===== src/rtl/count_sched_pkg.sv =====
// Shared types and defaults for the counting-job scheduler.
// Optional feature macro: ARB_RR_EN (round-robin arbitration when defined).
package count_sched_pkg;

    localparam int unsigned W_DEF     = 8;
    localparam int unsigned NREQ_DEF  = 4;
    localparam int unsigned IDX_W_DEF = $clog2(NREQ_DEF);

    typedef enum logic [1:0] {
        IDLE = 2'd0,
        LOAD = 2'd1,
        RUN  = 2'd2,
        DONE = 2'd3
    } state_e;

endpackage


===== src/rtl/count_rr_arb.sv =====
// Requester arbiter: masks the just-served requester, then picks one request.
// With ARB_RR_EN defined the search starts after the last grant (round robin);
// otherwise the lowest index wins and no pointer state exists.
module count_rr_arb
    import count_sched_pkg::*;
#(
    parameter int NREQ  = NREQ_DEF,
    parameter int IDX_W = $clog2(NREQ)
) (
`ifdef ARB_RR_EN
    input  logic             clk,
    input  logic             clr_n,
    input  logic             adv_i,
`endif
    input  logic [NREQ-1:0]  req,
    input  logic             mask_en_i,
    input  logic [IDX_W-1:0] mask_idx_i,
    output logic [NREQ-1:0]  gnt_oh_o,
    output logic [IDX_W-1:0] gnt_idx_o,
    output logic             gnt_valid_o
);

    logic [NREQ-1:0] req_m;

    // Drop the requester served last time for one IDLE cycle.
    always_comb begin
        req_m = req;
        if (mask_en_i) begin
            req_m[mask_idx_i] = 1'b0;
        end
    end

`ifdef ARB_RR_EN
    logic [IDX_W-1:0] ptr_q;

    // Round-robin search beginning at the pointer.
    always_comb begin
        int j;
        gnt_valid_o = 1'b0;
        gnt_idx_o   = '0;
        for (int k = 0; k < NREQ; k++) begin
            j = (int'(ptr_q) + k) % NREQ;
            if (!gnt_valid_o && req_m[j]) begin
                gnt_valid_o = 1'b1;
                gnt_idx_o   = IDX_W'(j);
            end
        end
    end

    // Pointer moves to the slot after each accepted grant.
    always_ff @(posedge clk or negedge clr_n) begin
        if (!clr_n) begin
            ptr_q <= '0;
        end else if (adv_i) begin
            ptr_q <= (int'(gnt_idx_o) == NREQ - 1) ? '0 : gnt_idx_o + 1'b1;
        end
    end
`else
    // Fixed priority: lowest index wins.
    always_comb begin
        gnt_valid_o = 1'b0;
        gnt_idx_o   = '0;
        for (int k = 0; k < NREQ; k++) begin
            if (!gnt_valid_o && req_m[k]) begin
                gnt_valid_o = 1'b1;
                gnt_idx_o   = IDX_W'(k);
            end
        end
    end
`endif

    assign gnt_oh_o = gnt_valid_o ? (NREQ'(1) << gnt_idx_o) : '0;

endmodule


===== src/rtl/count_job_sched.sv =====
// Shares one W-bit loadable up/down counter among NREQ requesters.
// A job is granted in IDLE, loaded in LOAD, stepped in RUN and reported in DONE.
// Handshake: req stays high until its done pulse; inputs are latched at grant,
// so later changes to req/mode/start_val/end_val are ignored while granted.
// Optional feature macro: ARB_RR_EN (round-robin arbitration when defined).
module count_job_sched
    import count_sched_pkg::*;
#(
    parameter int W    = W_DEF,
    parameter int NREQ = NREQ_DEF
) (
    input  logic            clk,
    input  logic            clr_n,
    input  logic [NREQ-1:0] req,
    input  logic [NREQ-1:0] mode,
    input  logic [NREQ*W-1:0] start_val,
    input  logic [NREQ*W-1:0] end_val,
    input  logic            abort,
    output logic [NREQ-1:0] gnt,
    output logic [NREQ-1:0] done,
    output logic            err,
    output logic            busy,
    output logic [W-1:0]    count,
    output state_e          state_dbg
);

    localparam int IDX_W = $clog2(NREQ);

    state_e           state_q;
    logic [NREQ-1:0]  gnt_q;
    logic [NREQ-1:0]  done_q;
    logic             err_q;
    logic             mask_q;
    logic [IDX_W-1:0] idx_q;
    logic             mode_q;
    logic [W-1:0]     start_q;
    logic [W-1:0]     end_q;
    logic [W-1:0]     count_q;
    logic [W-1:0]     count_d;

    logic [NREQ-1:0]  arb_gnt;
    logic [IDX_W-1:0] arb_idx;
    logic             arb_valid;

    count_rr_arb #(
        .NREQ  (NREQ),
        .IDX_W (IDX_W)
    ) u_arb (
`ifdef ARB_RR_EN
        .clk         (clk),
        .clr_n       (clr_n),
        .adv_i       (state_q == IDLE && arb_valid),
`endif
        .req         (req),
        .mask_en_i   (mask_q),
        .mask_idx_i  (idx_q),
        .gnt_oh_o    (arb_gnt),
        .gnt_idx_o   (arb_idx),
        .gnt_valid_o (arb_valid)
    );

    // One modulo-2^W step in the latched direction.
    always_comb begin
        count_d = mode_q ? (count_q + 1'b1) : (count_q - 1'b1);
    end

    // Job FSM together with the counter datapath; all outputs registered.
    always_ff @(posedge clk or negedge clr_n) begin
        if (!clr_n) begin
            state_q <= IDLE;
            gnt_q   <= '0;
            done_q  <= '0;
            err_q   <= 1'b0;
            mask_q  <= 1'b0;
            idx_q   <= '0;
            mode_q  <= 1'b0;
            start_q <= '0;
            end_q   <= '0;
            count_q <= '0;
        end else begin
            done_q <= '0;
            err_q  <= 1'b0;
            mask_q <= 1'b0;
            case (state_q)
                IDLE: begin
                    if (arb_valid) begin
                        state_q <= LOAD;
                        gnt_q   <= arb_gnt;
                        idx_q   <= arb_idx;
                        mode_q  <= mode[arb_idx];
                        start_q <= start_val[int'(arb_idx)*W +: W];
                        end_q   <= end_val[int'(arb_idx)*W +: W];
                    end
                end
                LOAD: begin
                    count_q <= start_q;
                    state_q <= RUN;
                end
                RUN: begin
                    if (abort) begin
                        state_q <= DONE;
                        gnt_q   <= '0;
                        done_q  <= gnt_q;
                        err_q   <= 1'b1;
                    end else if (count_q == end_q) begin
                        state_q <= DONE;
                        gnt_q   <= '0;
                        done_q  <= gnt_q;
                    end else begin
                        count_q <= count_d;
                    end
                end
                DONE: begin
                    state_q <= IDLE;
                    mask_q  <= 1'b1;
                end
                default: state_q <= IDLE;
            endcase
        end
    end

    assign gnt       = gnt_q;
    assign done      = done_q;
    assign err       = err_q;
    assign busy      = (state_q != IDLE);
    assign count     = count_q;
    assign state_dbg = state_q;

endmodule


===== config.mk =====
export PLATFORM = sky130hd
export DESIGN_NAME = count_job_sched
export DESIGN_NICKNAME = d
export VERILOG_FILES = /design/src/rtl/count_sched_pkg.sv /design/src/rtl/count_rr_arb.sv /design/src/rtl/count_job_sched.sv
export SDC_FILE = /design/constraint.sdc
export NUM_CORES = 1
export LEC_CHECK = 0
export ABC_CLOCK_PERIOD_IN_PS = 4900
export BUFFER_PORTS_ARGS = -buffer_cell sky130_fd_sc_hd__buf_2
export CAP_MARGIN = 20
export CORE_UTILIZATION = 54
export CTS_CLUSTER_DIAMETER = 30
export DETAILED_ROUTE_END_ITERATION = 7
export PLACE_DENSITY_LB_ADDON = 0.2
export SETUP_SLACK_MARGIN = 0.02
export SLEW_MARGIN = 30
export SYNTH_ARGS = -nofsm -noshare
export SYNTH_HDL_FRONTEND = slang
export SYNTH_SLANG_ARGS = --single-unit

===== constraint.sdc =====
create_clock -name clk -period 4.9 [get_ports clk]
set_input_delay 0.245 -clock clk [delete_from_list [all_inputs] [get_ports clk]]
set_output_delay 0.245 -clock clk [all_outputs]
set_load 0.005 [all_outputs]

# ---- Yosys cells after proc, flatten, opt, wreduce, memory -nomap -nowiden
# Cells that the tools add are included.
dict set report totals {
  latch_bits 0
  n_memories 0
  wordCells 73
  ff_bits 39
  output_inout_bits 20
  rom_bits 0
  mem_bits_rw 0
  inputBits 75
}
dict set report classes {
  muxes 30
  magnitude_cmp 3
  n_shift 3
  mul 0
  n_addsub 2
  n_eq_ne 8
  div_mod_pow 0
  bitwise_logic 2
  reduce_logical 15
}
# operator n
set op_table {}
lappend op_table {{variable part select 32 x 6 -> 8 bit} 2}
lappend op_table {{two-way mux 4 bit} 7}
lappend op_table {{two-way mux 8 bit} 3}
lappend op_table {{case mux 8 bit (2 select lines)} 1}
lappend op_table {{two-way mux 1 bit} 10}
lappend op_table {{two-way mux 2 bit} 5}
lappend op_table {{adder 8 x 1 -> 8 bit, second input constant} 1}
lappend op_table {{== test 8 bit} 1}
lappend op_table {{case mux 2 bit (4 select lines)} 1}
lappend op_table {{case mux 4 bit (2 select lines)} 1}
lappend op_table {{subtractor 8 x 1 -> 8 bit, second input constant} 1}
lappend op_table {{< comparator 2 x 3 -> 1 bit, second input constant} 2}
lappend op_table {{!= test 2 bit, second input constant} 3}
lappend op_table {{AND reduction 3 bit} 2}
lappend op_table {{nonzero test 2 bit} 3}
lappend op_table {{bitwise AND 4 bit} 1}
lappend op_table {{== test 2 bit, second input constant} 2}
lappend op_table {{logical AND 1 bit} 4}
lappend op_table {{NOT 4 bit} 1}
lappend op_table {{AND reduction 2 bit} 2}
lappend op_table {{left shift 1 x 2 -> 4 bit, first input constant} 1}
lappend op_table {{zero test 1 bit} 3}
lappend op_table {{!= test 3 bit, second input constant} 1}
lappend op_table {{binary-select mux 1 bit (select 2 bit)} 1}
lappend op_table {{4 further kinds} 4}

# ---- Longest topological paths before layout
# Gate-level depths: netlist of the first run.
dict set report depth {
  ltp_word 20
  depth_mapped 7
  mapped_depth_nobuf 7
}

# ---- By module
# Synthesis of the first run repeated with hierarchy kept, for this count alone.
dict set report hier_totals {
  hier_cells 217
  hier_area_um2 2597.5
}
# module cells_per_inst instances area_each_um2 seq_area_each_um2
set by_module_without_submodules {}
lappend by_module_without_submodules {count_job_sched 193 1 2446.1 975.9}
lappend by_module_without_submodules {count_rr_arb 24 1 151.4 0.0}

# ---- Least setup slack after synthesis of the first run
# OpenSTA, ideal clock, no wires.
dict set report synth_timing {
  kind {register to register}
  start {register count_q[0] (netlist: count[0])}
  end {register count_q[6] (netlist: count[6])}
  path_slack_ps 2888
  stages_incl_launch_ff 7
  setup_ps 86
  synth_period_minus_slack_ps 2012
  path_buffers 0
  t_required_ps 4814
  arrival_ps 1926
  cell_sequence {dfrtp_1 > fa_1 > a21o_1 > a311o_1 > a21oi_1 > and4b_1 > nor3_1}
}
dict set report synth_via {
  elab_chain_len 5
  elab_cells_between_ends 9
  cone_classes {2 x add/sub; 2 x eq/ne; 4 x mux; 1 x reduce/logical}
}
# element line_no
set synth_lines {}
lappend synth_lines {{start, declared} count_job_sched.sv:38} ;# logic [W-1:0] count_q;
lappend synth_lines {{start signal, assigned} count_job_sched.sv:96} ;# count_q <= start_q;
lappend synth_lines {{start signal, assigned} count_job_sched.sv:110} ;# count_q <= count_d;
lappend synth_lines {{subtractor 8 x 1 -> 8 bit / adder 8 x 1 -> 8 bit (equally long branches)} count_job_sched.sv:64} ;# count_d = mode_q ? (count_q + 1'b1) : (count_q - 1'b1);
lappend synth_lines {{two-way mux 8 bit} count_job_sched.sv:64}
lappend synth_lines {{two-way mux 8 bit} count_job_sched.sv:105} ;# end else if (count_q == end_q) begin
lappend synth_lines {{two-way mux 8 bit} count_job_sched.sv:100} ;# if (abort) begin
lappend synth_lines {{case mux 8 bit (2 select lines)} count_job_sched.sv:84} ;# case (state_q)
# Several ways; a longest one is shown, not always the timed one. The select of a mux whose other input is x is not followed.
# A chain may end at the register's enable or synchronous reset.

# ---- Final worst setup path of the first run
dict set report layout_timing {
  start {register idx_q[1]}
  end {register start_q[0]}
}
dict set report layout_via {
  elab_chain_len 18
  elab_cells_between_ends 23
  cone_classes {2 x order compare; 1 x shift; 10 x mux; 2 x bitwise; 8 x reduce/logical}
}
# element line_no
set layout_lines {}
lappend layout_lines {{start, declared} count_job_sched.sv:34} ;# logic [IDX_W-1:0] idx_q;
lappend layout_lines {{start signal, assigned} count_job_sched.sv:89} ;# idx_q <= arb_idx;
lappend layout_lines {{< comparator 2 x 3 -> 1 bit (not written as such) / greater-or-equal comparator 2 x 1 -> 1 bit (equally long branches)} count_rr_arb.sv:29} ;# req_m[mask_idx_i] = 1'b0;
lappend layout_lines {{logical AND 1 bit (not written as such)} count_rr_arb.sv:29}
lappend layout_lines {{two-way mux 1 bit (not written as such)} count_rr_arb.sv:29}
lappend layout_lines {{demux 1 bit (select 2 bit) (*)} --}
lappend layout_lines {{NOT 4 bit (no line) (*)} --}
lappend layout_lines {{bitwise AND 4 bit (no line) (*)} --}
lappend layout_lines {{two-way mux 4 bit (*)} count_rr_arb.sv:28} ;# if (mask_en_i) begin
lappend layout_lines {{two-way mux 1 bit} count_rr_arb.sv:64} ;# if (!gnt_valid_o && req_m[k]) begin
lappend layout_lines {{[... 2 more ...]} --}
lappend layout_lines {{two-way mux 1 bit} count_rr_arb.sv:64}
lappend layout_lines {{zero test 1 bit} count_rr_arb.sv:64}
lappend layout_lines {{logical AND 1 bit} count_rr_arb.sv:64}
lappend layout_lines {{two-way mux 1 bit} count_rr_arb.sv:64}
lappend layout_lines {{zero test 1 bit} count_rr_arb.sv:64}
lappend layout_lines {{logical AND 1 bit} count_rr_arb.sv:64}
lappend layout_lines {{two-way mux 2 bit / two-way mux 1 bit (equally long branches)} count_rr_arb.sv:64}
lappend layout_lines {{variable part select 32 x 6 -> 8 bit / AND reduction 2 bit (equally long branches)} --}
lappend layout_lines {{end signal, assigned} count_job_sched.sv:91} ;# start_q <= start_val[int'(arb_idx)*W +: W];
lappend layout_lines {{end, declared} count_job_sched.sv:36} ;# logic [W-1:0] start_q;
# Every way passes the cells marked *; elsewhere a longest branch is shown, timed or not.

==> results_tabular.tex, run 1 <==
\begin{tabular}{lr}
\hline
Metric & Value \\
\hline
\multicolumn{2}{l}{\textbf{Detailed routing}} \\
\quad Drc violations & 0 \\
\quad First-pass iteration count of the detailed router & 4 \\
\quad Vias per cell & 5.870 \\
\quad Post-Route M1 WL & 3112 um \\
\quad Wire length per cell & 15.87 um \\
\quad Total length of routed met3 wires & 303 um \\
\quad Wire length on met2 & 3149 um \\
\quad Detailed router's first-iteration violation count & 159 \\
\quad Wire length after detailed routing & 6728 um \\
\quad Antenna-violating nets left & 0 \\
\quad Via count & 2489 \\
\quad Top routing layer in use & met4 \\
\multicolumn{2}{l}{\textbf{Timing}} \\
\quad Min cycle time layout & 2.657 ns \\
\quad Highest attainable clock frequency & 376.4 MHz \\
\quad Unrepaired setup endpoints after global routing & false \\
\quad Worst Clk Skew & 0.006017 ns \\
\quad Worst rel slew slack & 0.4309 \\
\quad Final Hold Vio Count & 0 \\
\quad Period utilization & 0.5422 \\
\quad Min Hold Slack & 0.1867 ns \\
\quad Number of setup violations in the final report & 0 \\
\quad Slew at the pin with the worst max-slew slack & 0.8537 ns \\
\quad Final Max Tran Viols & 0 \\
\quad Final setup TNS & 0 ns \\
\multicolumn{2}{l}{\textbf{Global route}} \\
\quad Antenna violations before repair & 0 \\
\quad GRT Residual Overflow & 0 \\
\quad Via count of the first global-routing pass & 2276 \\
\quad Pin count of the biggest net entering global routing & 40 \\
\quad Global-route usage over all layers & 0.2673 \\
\quad Wire length of the first global-routing pass & 10770 um \\
\multicolumn{2}{l}{\textbf{Yosys}} \\
\quad Biggest area consumer among synthesized cells & dfrtp\_1 \\
\quad Number of enable flip-flop cells after synthesis & 0 \\
\quad Top cells by area in the synthesized netlist & dfrtp\_1 36\%, mux2i\_1 9.7\%, o221ai\_1 5.5\% \\
\quad Share of the yosys chip area belonging to registers & 0.3621 \\
\quad Area of the mapped netlist & 2695 um\^{}2 \\
\quad Count of cell types in the netlist & 54 \\
\quad Mapped Nets & 356 \\
\quad Post-synthesis area per instance & 10.02 um\^{}2 \\
\quad Synth Register Bits & 39 \\
\quad Count of synthesis-stage warnings from yosys & 0 \\
\quad Mapped Cells & 269 \\
\quad Post-synth top area share & 0.3621 \\
\quad Synth async-reset ratio & 1.000 \\
\quad Main synth FF type & dfrtp\_1 \\
\multicolumn{2}{l}{\textbf{Power and ir drop}} \\
\quad Highest ir drop seen on vdd & 0.0002782 V \\
\quad Power per unit of standard cell area & 623.1 nW/um\^{}2 \\
\quad Final Total Pwr & 2.045 mW \\
\quad Leakage power & 1.643 nW \\
\multicolumn{2}{l}{\textbf{Floorplan}} \\
\quad Die Span Y & 72.65 um \\
\quad Site row count & 25 \\
\quad Starting utilization of the core area & 0.5668 \\
\quad Placeable core area & 4755 um\^{}2 \\
\quad Area enclosed by the die boundary & 5277 um\^{}2 \\
\quad Horizontal die dimension & 72.65 um \\
\quad IO Count & 95 \\
\multicolumn{2}{l}{\textbf{Clocking}} \\
\quad CTS tree & built \\
\quad Number of clock buffers inserted by TritonCTS & 5 \\
\quad CTS clk-pin slew, worst paths & 0.08 ns \\
\quad Maximum number of buffers from clock root to sink & 2 \\
\quad Clk sinks & 39 \\
\quad H-tree levels & 2 \\
\quad Later-pin clock latency in the skew report & 0.30 ns \\
\quad Cell at the root of the clock tree & clkbuf\_8 \\
\quad Buffer count from post-CTS setup fixing & 0 \\
\multicolumn{2}{l}{\textbf{Final layout}} \\
\quad Sequential cell area & 975.9 um\^{}2 \\
\quad Fraction of layout instances using a drive strength above 1 & 0.3081 \\
\quad Number of filler cells placed in the layout & 402 \\
\quad Area used by multi-input combinational logic & 1604 um\^{}2 \\
\quad Final Instance Area & 3282 um\^{}2 \\
\quad Growth of design area from synthesis to finish & 21.77\% \\
\quad Number of nets in the layout & 443 \\
\quad Antenna cell count & 0 \\
\quad Final core utilization & 0.6903 \\
\multicolumn{2}{l}{\textbf{Setup path}} \\
\quad CP Max Fanout & 19 \\
\quad Sort of element at the start of the critical path & flop \\
\quad Arrival @ worst endpoint & 2.81 ns \\
\quad Data required, critical path & 5.05 ns \\
\quad Setup CP Type & reg -> reg \\
\quad Capturing element type of the critical path & flop \\
\multicolumn{2}{l}{\textbf{Placed design}} \\
\quad Detailed placer's ending HPWL & 5059 um \\
\quad Input/output buffers & 94 \\
\quad Post-DP Area & 3157 um\^{}2 \\
\quad Last weighted congestion value of the routability-driven placer & 0.7976 \\
\multicolumn{2}{l}{\textbf{Outcome}} \\
\quad Run status & finished, final reports clean \\
\multicolumn{2}{l}{\textbf{Worst hold path}} \\
\quad Path type of the worst min-delay path & in -> reg \\
\multicolumn{2}{l}{\textbf{Run}} \\
\quad Max-Cap Viols & 0 \\
\hline
\end{tabular}
[metal layers]
layer,up-vias,track usage
met2,89,0.4247
met4,0,0.08279
met1,1184,0.3758
li1,1201,-
met5,-,0
met3,15,0.04420
[cell usage in the layout, fill, tap and decap left out, types with 4 or more instances in the layout]
cell	Yosys	layout
a21o_1	6	6
and3_1	4	4
o21ai_0	7	7
buf_2	8	93
nor3_1	5	5
clkbuf_8	0	5
nand2b_1	7	7
dfrtp_1	39	39
a21oi_1	12	12
inv_1	5	5
and2_1	5	5
mux2i_1	26	26
a32oi_1	7	7
xnor2_1	12	12
o221ai_1	17	17
a31oi_1	6	6
ha_1	11	11
nor2_1	13	13
nand2_1	21	21
[synthesized netlist by cell type, types with 2 or more instances]
cell type,n
nand2_1,21
and4b_1,3
and3_1,4
xnor2_1,12
mux2_2,3
buf_2,8
ha_1,11
nand2b_1,7
o221ai_1,17
buf_6,2
a32oi_1,7
a31oi_1,6
or2b_1,3
nand4_1,2
o32ai_1,3
o21a_1,2
a21o_1,6
nor2b_1,3
nor2_1,13
o21ai_0,7
a22oi_1,2
o21bai_1,2
inv_1,5
a221o_1,2
and2_1,5
nor3_1,5
clkbuf_1,4
dfrtp_1,39
a21oi_1,12
nand3_1,2
o2bb2ai_1,3
mux2i_1,26
[worst max-delay path, cell delays in order (launching register included)]
cell,delay [ns]
dfrtp_1,0.50
and4bb_1,0.29
a21oi_4,0.52
o21a_1,0.78
mux2i_1,0.28
o221ai_1,0.13
[state kept, by name, indices dropped and copies added, names as in the netlist]
register / cells
idx_q: 2
mask_q: 1
err: 1
mode_q: 1
gnt: 4
done: 4
count: 8
start_q: 8
state_dbg: 2
end_q: 8
[metrics by stage]
stage	setup slack (ns)	cells
detailed placement	2.278	415
floorplan	2.888	269
global route	2.026	424
finish	2.243	424
global placement	2.359	415
CTS	2.260	423
[power breakdown]
| group | leakage, nW | total, mW | internal, mW | switching (mW) |
|---|---|---|---|---|
| clock | 0.0581 | 0.272 | 0.152 | 0.121 |
| combinational | 1.11 | 1.15 | 0.551 | 0.601 |
| sequential | 0.479 | 0.621 | 0.464 | 0.157 |
| total | 1.64 | 2.04 | 1.17 | 0.879 |
[final timing paths]
kind	to	slack [ns]	cells past startpoint	from
worst max register to register	start_q[0]$_DFFE_PN0P_	2.24	5	idx_q[1]$_DFFE_PN0P_
min in group asynchronous	gnt[2]$_DFFE_PN0P_	0.45	2	clr_n
worst max-delay path	start_q[0]$_DFFE_PN0P_	2.24	5	idx_q[1]$_DFFE_PN0P_
worst min register to register	end_q[4]$_DFFE_PN0P_	0.53	2	end_q[4]$_DFFE_PN0P_
max in group asynchronous	start_q[6]$_DFFE_PN0P_	4.10	2	clr_n
worst min-delay path	err$_DFF_PN0_	0.19	2	abort
[timing repair]
item                      in CTS  in global routing
hold buffers                   0                  1
gates resized for setup        0                  0
hold endpoints to repair       0                 39
[cell type report]
type | instances | area share
Multi-Input combinational cell | 209 | 0.4888
Clock buffer | 5 | 0.02097
Clock inverter | 3 | 0.01334
Sequential cell | 39 | 0.2974
Inverter | 6 | 0.006862
Tap cell | 67 | 0.02554
Timing Repair Buffer | 95 | 0.1472
[logic make-up after synthesis]
kind of cell / after synthesis / share of synthesized area
AO/OA/AOI/OAI: 80 / 0.2266
XOR/XNOR: 13 / 0.04225
adder cells (fa/ha/maj): 12 / 0.05850
buffers and inverters: 21 / 0.04271
flip-flops: 39 / 0.3621
multiplexers: 30 / 0.1133
AND/OR/NAND/NOR: 74 / 0.1546
No activity file was read; power rests on OpenSTA's default activity.
==> inputs of run 2 (changes only) <==
ABC_AREA = 1   (was unset)
ABC_CLOCK_PERIOD_IN_PS = 2200   (was 4900)
CORE_UTILIZATION = 47   (was 54)
clock period = 2.2 ns   (was 4.9 ns; I/O delays follow)
==> run 2 against run 1 <==
Critical path type unchanged. Synthesized area is 11% higher. Clock-buffer cell count is 1 higher. Highest routed layer unchanged. Wire length is 6.7% higher. Core utilization is 9.1 points lower. Hold slack worse by 0.16 ns. Clock skew is 0.0010 ns lower. Largest cell class unchanged. First-iteration DRC count is 25% higher. Sequential cell count stayed put. Fmax is 41% higher.
==> results_tabular.tex, run 2 <==
\begin{tabular}{lr}
\hline
Metric & Value \\
\hline
\multicolumn{2}{l}{\textbf{Timing}} \\
\quad Final Hold Vio Count & 0 (unchanged) \\
\quad Worst Clk Skew & 0.004986 ns (-0.001031 ns) \\
\quad Min Hold Slack & 0.02696 ns (-0.1597 ns) \\
\quad Min cycle time layout & 1.890 ns (-0.7668 ns) \\
\quad Number of setup violations in the final report & 0 (unchanged) \\
\quad Worst rel slew slack & 0.6462 (+0.2153) \\
\quad Final setup TNS & 0 ns (unchanged) \\
\quad Highest attainable clock frequency & 529.1 MHz (+41\%) \\
\quad Final worst setup slack & 0.3099 ns (-1.933 ns) \\
\quad Period utilization & 0.8591 (+0.3169) \\
\quad Slew at the pin with the worst max-slew slack & 0.5294 ns (-0.3242 ns) \\
\quad Final Max Tran Viols & 0 (unchanged) \\
\quad Unrepaired setup endpoints after global routing & false \\
\multicolumn{2}{l}{\textbf{Clocking}} \\
\quad Post\_cts resized & 0 (unchanged) \\
\quad Clk sinks & 39 (unchanged) \\
\quad Hold-fix buffers at CTS & 1 (+1) \\
\quad Maximum number of buffers from clock root to sink & 2 (unchanged) \\
\quad Buffer count from post-CTS setup fixing & 0 (unchanged) \\
\quad CTS tree & built \\
\quad Cell at the root of the clock tree & clkbuf\_8 \\
\quad Number of clock buffers inserted by TritonCTS & 5 (unchanged) \\
\quad H-tree levels & 2 (unchanged) \\
\quad Later-pin clock latency in the skew report & 0.29 ns (about the same) \\
\quad CTS clk-pin slew, worst paths & 0.07 ns (about the same) \\
\multicolumn{2}{l}{\textbf{Yosys}} \\
\quad Count of cell types in the netlist & 26 (-52\%) \\
\quad Mapped Nets & 553 (+55\%) \\
\quad Synth async-reset ratio & 1.000 (unchanged) \\
\quad Top cell types by occurrence after synthesis & 163 x nand2\_1, 82 x inv\_1, 71 x nand3\_1 \\
\quad Post-synthesis area per instance & 6.447 um\^{}2 (-36\%) \\
\quad Main synth FF type & dfrtp\_1 \\
\quad Count of synthesis-stage warnings from yosys & 0 (unchanged) \\
\quad Post-synth top area share & 0.3249 (-0.03725) \\
\quad Number of enable flip-flop cells after synthesis & 0 (unchanged) \\
\quad Dominant cell by count in the synthesized netlist & nand2\_1 \\
\quad Synth Register Bits & 39 (unchanged) \\
\quad Area of the mapped netlist & 3004 um\^{}2 (+11\%) \\
\quad Mapped Cells & 466 (+73\%) \\
\quad Biggest area consumer among synthesized cells & dfrtp\_1 \\
\quad Top cells by area in the synthesized netlist & dfrtp\_1 32\%, nand2\_1 20\%, nand3\_1 12\% \\
\quad Share of the yosys chip area belonging to registers & 0.3249 (-0.03725) \\
\multicolumn{2}{l}{\textbf{Final layout}} \\
\quad Commonest non-fill, non-tap cells in the layout & 163 x nand2\_1, 93 x buf\_2, 82 x inv\_1, 71 x nand3\_1, 39 x dfrtp\_1 \\
\quad Finished Layout Cells & 633 (+49\%) \\
\quad Final Instance Area & 3613 um\^{}2 (+10\%) \\
\quad Antenna cell count & 0 (unchanged) \\
\quad Number of filler cells placed in the layout & 587 (+46\%) \\
\quad Number of nets in the layout & 644 (+45\%) \\
\quad Growth of design area from synthesis to finish & 20.28\% \\
\quad Most frequent standard cell in the layout excluding fill and tap cells & nand2\_1 \\
\quad Final core utilization & 0.5997 (-0.09059) \\
\quad Fraction of layout instances using a drive strength above 1 & 0.2204 (-0.08769) \\
\multicolumn{2}{l}{\textbf{Worst hold path}} \\
\quad Launch instance of the worst min-delay path & abort \\
\quad Sink of the worst hold path & err\$\_DFF\_PN0\_ \\
\quad Path type of the worst min-delay path & in -> reg \\
\quad Worst Hold Path Cells & 3 (+1) \\
\multicolumn{2}{l}{\textbf{Setup path}} \\
\quad CP Max Fanout & 7 (-12) \\
\quad R2r startpoint & mode\_q\$\_DFFE\_PN0P\_ \\
\quad Setup CP Type & reg -> reg \\
\quad Terminus of the critical flop-to-flop path & count[6]\$\_DFFE\_PN0P\_ \\
\quad Arrival @ worst endpoint & 2.07 ns (-0.74 ns) \\
\quad Register-to-register setup slack & 0.31 ns (-1.93 ns) \\
\quad Register-to-Register Path Depth & 11 (+6) \\
\quad Capturing element type of the critical path & flop \\
\quad Setup crit start & mode\_q\$\_DFFE\_PN0P\_ \\
\quad Data required, critical path & 2.38 ns (-2.67 ns) \\
\quad Sort of element at the start of the critical path & flop \\
\multicolumn{2}{l}{\textbf{Detailed routing}} \\
\quad Vias per cell & 4.765 (-19\%) \\
\quad Detailed router's first-iteration violation count & 199 (+25\%) \\
\quad Wire length after detailed routing & 7178 um (+6.7\%) \\
\quad Drc violations & 0 (unchanged) \\
\quad Via count & 3016 (+21\%) \\
\quad First-pass iteration count of the detailed router & 4 (unchanged) \\
\quad Wire length per cell & 11.34 um (-29\%) \\
\quad Antenna-violating nets left & 0 (unchanged) \\
\multicolumn{2}{l}{\textbf{Global route}} \\
\quad Pin count of the biggest net entering global routing & 40 (unchanged) \\
\quad GRT Residual Overflow & 0 (unchanged) \\
\quad Global-route usage over all layers & 0.2346 (-0.03266) \\
\quad Antenna violations before repair & 0 (unchanged) \\
\quad Wire length of the first global-routing pass & 12040 um (+12\%) \\
\quad Via count of the first global-routing pass & 2700 (+19\%) \\
\multicolumn{2}{l}{\textbf{Power and ir drop}} \\
\quad Leakage power & 2.229 nW (+36\%) \\
\quad Final Total Pwr & 4.501 mW (+120\%) \\
\quad Power per unit of standard cell area & 1246 nW/um\^{}2 (+100\%) \\
\quad Highest ir drop seen on vdd & 0.0006836 V (+150\%) \\
\multicolumn{2}{l}{\textbf{Floorplan}} \\
\quad IO Count & 95 (unchanged) \\
\quad Starting utilization of the core area & 0.4985 (-0.06830) \\
\quad Area enclosed by the die boundary & 6716 um\^{}2 (+27\%) \\
\quad Horizontal die dimension & 81.95 um (+13\%) \\
\quad Die Span Y & 81.95 um (+13\%) \\
\quad Placeable core area & 6026 um\^{}2 (+27\%) \\
\quad Site row count & 28 (+12\%) \\
\multicolumn{2}{l}{\textbf{Placed design}} \\
\quad Placed Cells & 624 (+50\%) \\
\quad Input/output buffers & 94 (unchanged) \\
\quad Last weighted congestion value of the routability-driven placer & 0.8060 (+1.1\%) \\
\quad Post-DP Area & 3483 um\^{}2 (+10\%) \\
\quad Pre-CTS worst setup slack & 0.3211 ns (-1.957 ns) \\
\quad Detailed placer's ending HPWL & 5479 um (+8.3\%) \\
\multicolumn{2}{l}{\textbf{Outcome}} \\
\quad Run status & finished, final reports clean \\
\multicolumn{2}{l}{\textbf{Run}} \\
\quad Max-Cap Viols & 0 (unchanged) \\
\hline
\end{tabular}
[run 2: changes by cell type in the layout (fill, tap and decap cells not counted), sizes merged, moves of 15 or more]
cell    previous run  this run
o221ai            17         0
mux2i             26         0
inv                5        86
nand2             21       167
nor2              13        28
nand3              2        72
[run 2: cell families after synthesis]
kind of cell	after synthesis	synth area share
adder cells (fa/ha/maj)	12	0.05248
flip-flops	39	0.3249
AND/OR/NAND/NOR	280	0.4057
XOR/XNOR	6	0.01749
AO/OA/AOI/OAI	26	0.04873
buffers and inverters	103	0.1508
[run 2: routing by layer]
| layer | part of all wire | up-vias | global-route usage | wire (um) |
|---|---|---|---|---|
| met5 | 0 | - | 0 | 0 |
| met4 | 0.017 | 0 | 0.08772 | 119 |
| met3 | 0.055 | 12 | 0.03889 | 393 |
| met2 | 0.44 | 114 | 0.3636 | 3134 |
| met1 | 0.49 | 1282 | 0.3253 | 3530 |
| li1 | - | 1608 | - | - |
[run 2: where the power goes]
part	total [mW]	switching, mW	internal, mW
combinational	2.55	1.54	1.01
clock	0.621	0.254	0.367
sequential	1.33	0.294	1.04
total	4.50	2.09	2.42
[run 2: layout make-up]
| cell class | count | area (um^2) | area share |
|---|---|---|---|
| repair buffers | 101 | 528.0 | 0.1461 |
| clock inverters | 2 | 35.03 | 0.009695 |
| well taps | 75 | 93.84 | 0.02597 |
| inverters | 86 | 322.8 | 0.08934 |
| flip-flops and latches | 39 | 975.9 | 0.2701 |
| multi-input cells | 324 | 1575 | 0.4359 |
| clock buffers | 6 | 82.58 | 0.02285 |
[run 2: worst max-delay path, cell delays in order, from the launching register on]
cell     delay, ns
dfrtp_1       0.40
inv_1         0.22
ha_1          0.33
a21oi_1       0.15
nand2_1       0.09
nand2_1       0.06
nand2_1       0.05
or2_2         0.26
nand3_1       0.07
nand2_1       0.05
nand2_1       0.05
nand2_1       0.05
[run 2: worst max-delay path by stage]
stage,end,slack (ns),depth (start not counted)
finish,count[6]$_DFFE_PN0P_,0.31,11
global route,count[6]$_DFFE_PN0P_,0.10,11
CTS,count[6]$_DFFE_PN0P_,0.31,11
detailed placement,count[6]$_DFFE_PN0P_,0.32,11
global placement,count[6]$_DFFE_PN0P_,0.37,11
floorplan,count[6]$_DFFE_PN0P_,0.47,11
==> inputs of run 3 (changes only) <==
CORE_ASPECT_RATIO = 1.4   (was unset)
==> run 3 against run 2 <==
Hold slack better by 0.0012 ns. Highest routed layer unchanged. Non-clock buffer count grew 1. Global-route usage shrank 0.25 points. Sequential share of layout area grew 0.10 points. Core utilization fell by 2.0 points.
==> results_tabular.tex, run 3 (synthesized netlist as in run 2, its figures left out) <==
\begin{tabular}{lr}
\hline
Metric & Value \\
\hline
\multicolumn{2}{l}{\textbf{Detailed routing}} \\
\quad Detailed router's first-iteration violation count & 85 (-57\%) \\
\quad Via count & 3031 (+0.50\%) \\
\quad Antenna-violating nets left & 0 (unchanged) \\
\quad Vias per cell & 4.803 (+0.82\%) \\
\quad First-pass iteration count of the detailed router & 4 (unchanged) \\
\quad Wire length per cell & 11.44 um (+0.86\%) \\
\quad Wire length after detailed routing & 7217 um (+0.54\%) \\
\quad Drc violations & 0 (unchanged) \\
\multicolumn{2}{l}{\textbf{Setup path}} \\
\quad Sort of element at the start of the critical path & flop \\
\quad Ordered list of cells on the worst path & inv\_1, ha\_1, a21oi\_1, nand2\_1, nand2\_1, nand2\_1, or2\_2, nand3\_1, nand2\_1, nand2\_1, nand2\_1 \\
\quad Capturing element type of the critical path & flop \\
\quad Arrival @ worst endpoint & 2.07 ns (about the same) \\
\quad Worst Path Buf+Inv & 1 (unchanged) \\
\quad CP Max Fanout & 7 (unchanged) \\
\quad Setup CP Type & reg -> reg \\
\quad Delay of the slowest critical-path stage & 0.40 ns (about the same) \\
\quad Cell with the largest stage delay on the worst path & dfrtp\_1 \\
\quad Data required, critical path & 2.39 ns (about the same) \\
\quad Most Frequent Cell on Critical Path & nand2\_1 \\
\quad Family with the most delay on the worst path & simple AND/OR/NAND/NOR gates \\
\multicolumn{2}{l}{\textbf{Clocking}} \\
\quad Cell at the root of the clock tree & clkbuf\_8 \\
\quad CTS clk-pin slew, worst paths & 0.07 ns (about the same) \\
\quad Later-pin clock latency in the skew report & 0.29 ns (about the same) \\
\quad Number of clock buffers inserted by TritonCTS & 5 (unchanged) \\
\quad H-tree levels & 2 (unchanged) \\
\quad Maximum number of buffers from clock root to sink & 2 (unchanged) \\
\quad CTS tree & built \\
\quad Clk sinks & 39 (unchanged) \\
\quad Post\_cts resized & 0 (unchanged) \\
\quad Buffer count from post-CTS setup fixing & 0 (unchanged) \\
\multicolumn{2}{l}{\textbf{Global route}} \\
\quad Pin count of the biggest net entering global routing & 40 (unchanged) \\
\quad Via count of the first global-routing pass & 2821 (+4.5\%) \\
\quad GRT Residual Overflow & 0 (unchanged) \\
\quad Antenna violations before repair & 0 (unchanged) \\
\quad Global-route usage over all layers & 0.2321 (-0.002500) \\
\quad Wire length of the first global-routing pass & 12600 um (+4.6\%) \\
\multicolumn{2}{l}{\textbf{Power and ir drop}} \\
\quad Highest ir drop seen on vdd & 0.0004262 V (-38\%) \\
\quad Leakage power & 2.224 nW (-0.21\%) \\
\quad Power per unit of standard cell area & 1224 nW/um\^{}2 (-1.8\%) \\
\multicolumn{2}{l}{\textbf{Floorplan}} \\
\quad Site row count & 34 (+21\%) \\
\quad IO Count & 95 (unchanged) \\
\quad Area enclosed by the die boundary & 6720 um\^{}2 (about the same) \\
\quad Die Span Y & 96.60 um (+18\%) \\
\quad Starting utilization of the core area & 0.4837 (-0.01486) \\
\quad Placeable core area & 6211 um\^{}2 (+3.1\%) \\
\quad Horizontal die dimension & 69.57 um (-15\%) \\
\multicolumn{2}{l}{\textbf{Timing}} \\
\quad Slew at the pin with the worst max-slew slack & 0.5015 ns (-0.02789 ns) \\
\quad Min Hold Slack & 0.02820 ns (+0.001240 ns) \\
\quad Final Max Tran Viols & 0 (unchanged) \\
\quad Number of setup violations in the final report & 0 (unchanged) \\
\quad Period utilization & 0.8550 (-0.004139) \\
\quad Final setup TNS & 0 ns (unchanged) \\
\quad Highest attainable clock frequency & 531.6 MHz (+0.48\%) \\
\quad Unrepaired setup endpoints after global routing & false \\
\quad Min cycle time layout & 1.881 ns (-0.009106 ns) \\
\quad Final Hold Vio Count & 0 (unchanged) \\
\quad Worst rel slew slack & 0.6645 (+0.01825) \\
\quad Worst Clk Skew & 0.007734 ns (+0.002748 ns) \\
\multicolumn{2}{l}{\textbf{Placed design}} \\
\quad Detailed placer's ending HPWL & 5699 um (+4.0\%) \\
\quad Last weighted congestion value of the routability-driven placer & 0.8602 (+6.7\%) \\
\quad Input/output buffers & 94 (unchanged) \\
\multicolumn{2}{l}{\textbf{Final layout}} \\
\quad Fraction of layout instances using a drive strength above 1 & 0.2200 (-0.0003943) \\
\quad Commonest non-fill, non-tap cells in the layout & 163 x nand2\_1, 93 x buf\_2, 82 x inv\_1, 71 x nand3\_1, 39 x dfrtp\_1 \\
\quad Final core utilization & 0.5796 (-0.02009) \\
\quad Most frequent standard cell in the layout excluding fill and tap cells & nand2\_1 \\
\quad Growth of design area from synthesis to finish & 19.83\% \\
\quad Antenna cell count & 0 (unchanged) \\
\quad Number of nets in the layout & 645 (+0.16\%) \\
\multicolumn{2}{l}{\textbf{Run}} \\
\quad Max-Cap Viols & 0 (unchanged) \\
\multicolumn{2}{l}{\textbf{Outcome}} \\
\quad Run status & finished, final reports clean \\
\multicolumn{2}{l}{\textbf{Worst hold path}} \\
\quad Path type of the worst min-delay path & in -> reg \\
\hline
\end{tabular}
[run 3: metal layers]
metal	global-route usage	wire [um]	part of all wire	vias to the layer above
li1	-	-	-	1607
met1	0.2997	3274	0.45	1321
met2	0.4013	3488	0.48	90
met3	0.02905	284	0.039	13
met4	0.08333	170	0.024	0
met5	0	0	0	-
[run 3: final cells by class]
class / instances / area (um^2)
clock buffers: 8 / 100.1
fillers: 624 / 2611
inverters: 86 / 322.8
multi-input cells: 324 / 1575
flip-flops and latches: 39 / 975.9
well taps: 72 / 90.09
repair buffers: 102 / 535.5
[run 3: path summary, 6_finish.rpt]
check,start,slack (ns),endpoint,cells past startpoint
worst max-delay path,mode_q$_DFFE_PN0P_,0.32,count[6]$_DFFE_PN0P_,11
worst min-delay path,abort,0.03,err$_DFF_PN0_,3
worst max register to register,mode_q$_DFFE_PN0P_,0.32,count[6]$_DFFE_PN0P_,11
worst min register to register,start_q[7]$_DFFE_PN0P_,0.48,start_q[7]$_DFFE_PN0P_,2
max in group asynchronous,clr_n,1.51,end_q[6]$_DFFE_PN0P_,2
min in group asynchronous,clr_n,0.34,gnt[1]$_DFFE_PN0P_,2
[run 3: where the power goes]
group          internal (mW)  switching (mW)
Clock                  0.286           0.247
Sequential              1.04           0.294
Combinational           1.03            1.52
[run 3: repair_timing]
item | in CTS | in global routing
setup endpoints to repair | 0 | 0
hold buffers | 1 | 0
hold endpoints to repair | 39 | 0
[run 3: worst register-to-register path, stage by stage (launching register included)]
cell     delay, ns
dfrtp_1       0.40
inv_1         0.21
ha_1          0.33
a21oi_1       0.15
nand2_1       0.09
nand2_1       0.06
nand2_1       0.05
or2_2         0.27
nand3_1       0.07
nand2_1       0.05
nand2_1       0.05
nand2_1       0.05
[run 3: metrics by stage]
stage          instances  worst slack (ns)  area (um^2)  total power, mW
3_5_place_dp         622            0.3199         3487            3.899
5_1_grt              631            0.1084         3600            4.917
6_report             631            0.3190         3600            4.405
3_3_place_gp         622            0.3593         3487            3.850
4_1_cts              631            0.3086         3597            4.441
2_1_floorplan        466            0.4699         3004            3.220
